### src/rtl/frmbuf_cfg_master.sv
// AXI4-Lite master that programs, page-flips and stops the frame buffer read core.
// Define FRMBUF_CFG_READBACK_EN to verify each non-CTRL register by reading it back.
module frmbuf_cfg_master #(
  parameter logic [31:0] BASE_ADDR    = 32'h43C0_0000,
  parameter int unsigned PIXEL_BYTES  = 4,
  parameter logic [31:0] VIDEO_FORMAT = 32'd20,
  parameter logic [31:0] CTRL_START   = 32'h81
) (
  input  logic        clk_i,
  input  logic        rst_i,
  input  logic        cfg_start_i,
  input  logic        cfg_stop_i,
  input  logic [15:0] cfg_width_i,
  input  logic [15:0] cfg_height_i,
  input  logic [31:0] cfg_fb_addr_i,
  input  logic        flip_req_i,
  input  logic [31:0] flip_addr_i,
  input  logic        frame_done_i,
  output logic        busy_o,
  output logic        running_o,
  output logic        error_o,
  output logic        flip_ack_o,
  output logic [31:0] m_axi_awaddr_o,
  output logic        m_axi_awvalid_o,
  input  logic        m_axi_awready_i,
  output logic [31:0] m_axi_wdata_o,
  output logic [3:0]  m_axi_wstrb_o,
  output logic        m_axi_wvalid_o,
  input  logic        m_axi_wready_i,
  input  logic [1:0]  m_axi_bresp_i,
  input  logic        m_axi_bvalid_i,
  output logic        m_axi_bready_o,
  output logic [31:0] m_axi_araddr_o,
  output logic        m_axi_arvalid_o,
  input  logic        m_axi_arready_i,
  input  logic [31:0] m_axi_rdata_i,
  input  logic [1:0]  m_axi_rresp_i,
  input  logic        m_axi_rvalid_i,
  output logic        m_axi_rready_o
);

  typedef enum logic [2:0] {
    S_IDLE,
    S_WRITE,
    S_RESP,
`ifdef FRMBUF_CFG_READBACK_EN
    S_RDADDR,
    S_RDDATA,
`endif
    S_RUN
  } state_t;

  localparam logic [2:0] IDX_CTRL = 3'd5;
  localparam logic [2:0] IDX_FLIP = 3'd6;
  localparam logic [2:0] IDX_STOP = 3'd7;

  state_t      state_q, state_d;
  logic [2:0]  idx_q, idx_d;
  logic        err_q, err_d;
  logic        run_q, run_d;
  logic        ack_q, ack_d;
  logic        pend_q, pend_d;
  logic        stop_q, stop_d;
  logic        aw_done_q, aw_done_d;
  logic        w_done_q, w_done_d;
  logic [15:0] width_q, width_d;
  logic [15:0] height_q, height_d;
  logic [31:0] fb_q, fb_d;
  logic [31:0] pend_addr_q, pend_addr_d;
  logic [31:0] flip_wr_q, flip_wr_d;

  logic [31:0] stride;
  logic [7:0]  wr_off;
  logic [31:0] wr_data;
  logic [31:0] wr_addr;
  logic        adv;
  logic        fail;

  assign stride = {16'd0, width_q} * PIXEL_BYTES;

  // Register offset and value for the write currently selected by idx.
  always_comb begin
    wr_off  = 8'h00;
    wr_data = 32'd0;
    case (idx_q)
      3'd0:     begin wr_off = 8'h10; wr_data = {16'd0, width_q};  end
      3'd1:     begin wr_off = 8'h18; wr_data = {16'd0, height_q}; end
      3'd2:     begin wr_off = 8'h20; wr_data = stride;            end
      3'd3:     begin wr_off = 8'h28; wr_data = VIDEO_FORMAT;      end
      3'd4:     begin wr_off = 8'h30; wr_data = fb_q;              end
      IDX_CTRL: begin wr_off = 8'h00; wr_data = CTRL_START;        end
      IDX_FLIP: begin wr_off = 8'h30; wr_data = flip_wr_q;         end
      default:  begin wr_off = 8'h00; wr_data = 32'd0;             end
    endcase
  end

  assign wr_addr = BASE_ADDR + {24'd0, wr_off};

  always_comb begin
    state_d     = state_q;
    idx_d       = idx_q;
    err_d       = err_q;
    run_d       = run_q;
    ack_d       = 1'b0;
    pend_d      = pend_q;
    stop_d      = stop_q;
    aw_done_d   = aw_done_q;
    w_done_d    = w_done_q;
    width_d     = width_q;
    height_d    = height_q;
    fb_d        = fb_q;
    pend_addr_d = pend_addr_q;
    flip_wr_d   = flip_wr_q;
    adv         = 1'b0;
    fail        = 1'b0;

    // A stop arriving mid-sequence is remembered until the core is back in RUN.
    if ((state_q != S_IDLE) && (state_q != S_RUN) && cfg_stop_i)
      stop_d = 1'b1;

    case (state_q)
      S_IDLE: begin
        if (cfg_start_i) begin
          if ((cfg_width_i == 16'd0) || (cfg_height_i == 16'd0)) begin
            err_d = 1'b1;
          end else begin
            err_d     = 1'b0;
            width_d   = cfg_width_i;
            height_d  = cfg_height_i;
            fb_d      = cfg_fb_addr_i;
            idx_d     = 3'd0;
            aw_done_d = 1'b0;
            w_done_d  = 1'b0;
            state_d   = S_WRITE;
          end
        end
      end
      S_WRITE: begin
        aw_done_d = aw_done_q | m_axi_awready_i;
        w_done_d  = w_done_q | m_axi_wready_i;
        if (aw_done_d && w_done_d) begin
          aw_done_d = 1'b0;
          w_done_d  = 1'b0;
          state_d   = S_RESP;
        end
      end
      S_RESP: begin
        if (m_axi_bvalid_i) begin
          if (m_axi_bresp_i != 2'b00)
            fail = 1'b1;
`ifdef FRMBUF_CFG_READBACK_EN
          else if ((idx_q != IDX_CTRL) && (idx_q != IDX_STOP))
            state_d = S_RDADDR;
`endif
          else
            adv = 1'b1;
        end
      end
`ifdef FRMBUF_CFG_READBACK_EN
      S_RDADDR: begin
        if (m_axi_arready_i)
          state_d = S_RDDATA;
      end
      S_RDDATA: begin
        if (m_axi_rvalid_i) begin
          if ((m_axi_rresp_i != 2'b00) || (m_axi_rdata_i != wr_data))
            fail = 1'b1;
          else
            adv = 1'b1;
        end
      end
`endif
      S_RUN: begin
        if (cfg_stop_i || stop_q) begin
          pend_d  = 1'b0;
          stop_d  = 1'b0;
          idx_d   = IDX_STOP;
          state_d = S_WRITE;
        end else begin
          if (frame_done_i && pend_q) begin
            flip_wr_d = pend_addr_q;
            pend_d    = 1'b0;
            idx_d     = IDX_FLIP;
            state_d   = S_WRITE;
          end
          if (flip_req_i) begin
            pend_d      = 1'b1;
            pend_addr_d = flip_addr_i;
          end
        end
      end
      default: state_d = S_IDLE;
    endcase

    if (fail) begin
      err_d   = 1'b1;
      run_d   = 1'b0;
      pend_d  = 1'b0;
      stop_d  = 1'b0;
      state_d = S_IDLE;
    end else if (adv) begin
      case (idx_q)
        IDX_CTRL: begin run_d = 1'b1; state_d = S_RUN; end
        IDX_FLIP: begin ack_d = 1'b1; state_d = S_RUN; end
        IDX_STOP: begin run_d = 1'b0; stop_d = 1'b0; state_d = S_IDLE; end
        default:  begin idx_d = idx_q + 3'd1; state_d = S_WRITE; end
      endcase
    end
  end

  always_ff @(posedge clk_i or posedge rst_i) begin
    if (rst_i) begin
      state_q   <= S_IDLE;
      idx_q     <= 3'd0;
      err_q     <= 1'b0;
      run_q     <= 1'b0;
      ack_q     <= 1'b0;
      pend_q    <= 1'b0;
      stop_q    <= 1'b0;
      aw_done_q <= 1'b0;
      w_done_q  <= 1'b0;
    end else begin
      state_q   <= state_d;
      idx_q     <= idx_d;
      err_q     <= err_d;
      run_q     <= run_d;
      ack_q     <= ack_d;
      pend_q    <= pend_d;
      stop_q    <= stop_d;
      aw_done_q <= aw_done_d;
      w_done_q  <= w_done_d;
    end
  end

  always_ff @(posedge clk_i) begin
    width_q     <= width_d;
    height_q    <= height_d;
    fb_q        <= fb_d;
    pend_addr_q <= pend_addr_d;
    flip_wr_q   <= flip_wr_d;
  end

  assign busy_o          = (state_q != S_IDLE) && (state_q != S_RUN);
  assign running_o       = run_q;
  assign error_o         = err_q;
  assign flip_ack_o      = ack_q;
  assign m_axi_awvalid_o = (state_q == S_WRITE) && !aw_done_q;
  assign m_axi_wvalid_o  = (state_q == S_WRITE) && !w_done_q;
  assign m_axi_awaddr_o  = (state_q == S_WRITE) ? wr_addr : 32'd0;
  assign m_axi_wdata_o   = (state_q == S_WRITE) ? wr_data : 32'd0;
  assign m_axi_wstrb_o   = 4'hF;
  assign m_axi_bready_o  = (state_q == S_RESP);

`ifdef FRMBUF_CFG_READBACK_EN
  assign m_axi_arvalid_o = (state_q == S_RDADDR);
  assign m_axi_araddr_o  = (state_q == S_RDADDR) ? wr_addr : 32'd0;
  assign m_axi_rready_o  = (state_q == S_RDDATA);
`else
  logic unused_rd;
  assign unused_rd       = ^{m_axi_rdata_i, m_axi_rresp_i, m_axi_rvalid_i, m_axi_arready_i};
  assign m_axi_arvalid_o = 1'b0;
  assign m_axi_araddr_o  = 32'd0;
  assign m_axi_rready_o  = 1'b0;
`endif

endmodule
### config.mk
export PLATFORM = sky130hd
export DESIGN_NAME = frmbuf_cfg_master
export DESIGN_NICKNAME = d
export VERILOG_FILES = /design/src/rtl/frmbuf_cfg_master.sv
export SDC_FILE = /design/constraint.sdc
export NUM_CORES = 1
export LEC_CHECK = 0
export ABC_AREA = 1
export ABC_CLOCK_PERIOD_IN_PS = 3000
export CORE_MARGIN = 2
export CORE_UTILIZATION = 63
export CTS_CLUSTER_SIZE = 8
export DETAILED_ROUTE_END_ITERATION = 10
export DONT_BUFFER_PORTS = 1
export MAX_ROUTING_LAYER = met4
export PLACE_DENSITY = 0.89
export RECOVER_POWER = 25
export SETUP_SLACK_MARGIN = 0.02
export SYNTH_ARGS = -nofsm -noshare
export SYNTH_HDL_FRONTEND = slang
export SYNTH_SLANG_ARGS = --single-unit
### constraint.sdc
create_clock -name clk_i -period 3 [get_ports clk_i]
set_input_delay 0.45 -clock clk_i [delete_from_list [all_inputs] [get_ports clk_i]]
set_output_delay 0.45 -clock clk_i [all_outputs]
set_load 0.05 [all_outputs]
==> reports/results.ini <==
[die]
die_w_um=103
die_h_um=103
initial_core_util=0.642
coreArea_um2=9640
ios=252
fp.dieArea_um2=10600
num_rows=36

[synth]
synth_largest_area_cell=edfxtp_1
ys_seq_elements=140
ys.flop_type=edfxtp_1
synth-edff-count=128
yosysSeqAreaShare=0.670
synth_cell_type_count=29
async_flop_share=0.0857
syn_area_um2=6190
netlist_top_cells_count=edfxtp_1 (128), nand2_1 (121), buf_4 (69)
syn_area_per_cell_um2=11.8
synthesis.instances=526
ys_top_cells_by_area=edfxtp_1 (62%), buf_4 (8.4%), nand2_1 (7.3%)
yosysWarnings=0
yosysMostFrequentCell=edfxtp_1
synthDominantCellAreaShare=0.621

[worst_hold_path]
holdPathEnd=pend_addr_q[24]$_DFFE_PP_
worstHoldPathCells=0
hold_start=flip_addr_i[24]
min_path_type=in2reg

[drt]
wl_met1_um=4820
vias_per_cell=5.57
wl_met2_um=6970
final_antenna_net_count=0
wire_per_inst_um=19.1
drt_pass1_iterations=5
num_vias=4014
top_layer=met4
drt-initial-drc-count=307
dr_wl_met3_um=1440
drc_errors=0
wl_um=13700

[setup_path]
cp-startpoint=idx_q[1]$_DFF_PP0_
worstSetupPathType=reg2out
r2r-end=idx_q[2]$_DFF_PP0_
slowest_stage=a221oi_1
cp-end-kind=primary output
cp-start-kind=flop
regToRegStartpoint=state_q[0]$_DFFE_PP0P_
crit_chain=inv_1, ha_1, inv_1, nor2_1, buf_4, a221oi_1, a31oi_1, buf_4
required_ps=2550
reg2reg_slack_ps=640
cp_slowest_stage_delay_ps=450
critical_path.max_fanout=16
worst_r2r_path_depth=10
cp_data_arrival_time_ps=2420

[cts]
htreeDepth=4
cts_tree=built
cts-buffers-inserted=17
clk_pin_slew_ps=60
cts_max_path_buffers=2
insertion_delay_ps=530
cts_root_buf=clkbuf_8
cts_sinks=140

[timing]
fin_crit_sh=0.958
fin_crit_ps=2870
drv_slew=0
maxSlewHeadroom=0.525
tns_ps=0
hold_viol=0
worst_pin_slew_ps=712
rsz0062_at_grt=no
finalSetupViolCount=0
clock_skew_ps=10.7
max_clock_freq_ghz=0.348

[power_and_ir_drop]
p_seq_frac=0.377
power_switching_w=0.00271
p_leak_nw=2.74
design_power_total_w=0.00684
switching_share=0.396
irDropWorstVdd_mv=0.677
pwr-share-clk=0.296
intPower_w=0.00414
p_comb_frac=0.327
powerDensity_nw_per_um2=977

[finish]
area_growth_pct=13.2
fin_nets=728
fill_cells=586
drive_above_1_share=0.154

[job]
maxCapViolCount=0

[placed_design]
io_buffers=0
place_congestion=0.960
dpl.hpwl_um=9400

[global_route]
grt_pass1_wl_um=20000
grt_pass1_vias=3728
antenna_found_initial=2
grt.total_usage=0.274
grt-ovfl-total=0
grt_start_max_net_pins=47

[status]
outcome=completed

-- kinds of logic (layout without fill, tap and decap cells) --
kind of cell	count (synthesis)	in the layout	synth area share
compound gates	71	71	0.0710
fa+ha+maj	12	12	0.0243
simple gates	188	188	0.121
other cells	2	64	0.00121
flops	140	140	0.670
buf+inv	113	113	0.113
-- critical path, delay by kind of cell, from the launching register on --
| kind | cells | cell delay (ps) |
|---|---|---|
| simple gates | 1 | 30 |
| flops | 1 | 410 |
| buf+inv | 4 | 620 |
| fa+ha+maj | 1 | 220 |
| compound gates | 2 | 640 |
-- final cells by class --
type / count / area [µm²] / share of cell area
timing repair buffer: 45 / 364 / 0.0520
sequential: 140 / 4150 / 0.592
multi-input combinational: 333 / 1610 / 0.229
inverter: 36 / 139 / 0.0198
clock inverter: 14 / 159 / 0.0227
antenna: 2 / 5.00 / 0.000715
clock buffer: 18 / 418 / 0.0597
tap: 133 / 166 / 0.0238
-- layer usage --
metal | vias up | global-route usage
met3 | 39 | 0.0793
li1 | 1782 | -
met4 | 0 | 0.131
met1 | 1889 | 0.317
met5 | - | -
met2 | 304 | 0.442
-- layout by cell type (no fill, tap or decap), drive strengths merged, types with 2 or more instances in the layout --
master    netlist  final
edfxtp        128    128
nand2         123    123
conb            2     62
nor2           50     50
buf            72     44
inv            36     40
a21oi          32     32
clkbuf          5     18
a221oi         12     12
ha             12     12
dfrtp          12     12
o21ai          10     10
nand3           9      9
a31oi           7      7
clkinvlp        0      4
clkinv          0      4
nand4           3      3
a41oi           3      3
diode           0      2
nor3            2      2
bufinv          0      2
a211oi          2      2
-- metrics by stage --
step                      setup WS, ps  cells  hold slack, ps  cell area, µm²   util
after floorplan                    201    586             315            6410      -
after global placement             519    684             379            6360  0.660
after detailed placement           417    684             385            6360  0.660
after CTS                         31.9    719            6.71            6970  0.723
after global routing              22.2    721            1.52            7000  0.727
final                              126    721            12.3            7000  0.727
-- state kept, by name (all words and copies together) (netlist names) --
register	count
fb_q	32
flip_wr_q	32
pend_addr_q	32
height_q	16
width_q	16
idx_q	3
state_q	2
aw_done_q	1
error_o	1
flip_ack_o	1
pend_q	1
running_o	1
stop_q	1
w_done_q	1
-- power groups by stage --
stage	clock network (W)	registers (W)	logic, W
after floorplan	0	0.00258	0.00177
after global placement	0	0.00259	0.00212
after detailed placement	0	0.00261	0.00218
after CTS	0.00204	0.00258	0.00221
after global routing	0.00211	0.00261	0.00238
final	0.00203	0.00258	0.00224
-- worst max path at each step --
stage / endpoint / slack (ps)
floorplan: m_axi_wdata_o[2] / 200
global placement: m_axi_wdata_o[16] / 520
detailed placement: m_axi_wdata_o[17] / 420
CTS: m_axi_wdata_o[2] / 30
global route: m_axi_wdata_o[6] / 20
finish: m_axi_wdata_o[10] / 130
-- what timing repair did --
item                                    in CTS  in global routing
endpoints found under the setup margin      23                 19
cloned                                       0                  0
hold buffers                                 1                  0
setup buffers                                2                  0
endpoints found under the hold margin       12                  0
resized for setup                            2                  6
No activity file was read; power rests on OpenSTA's default activity.
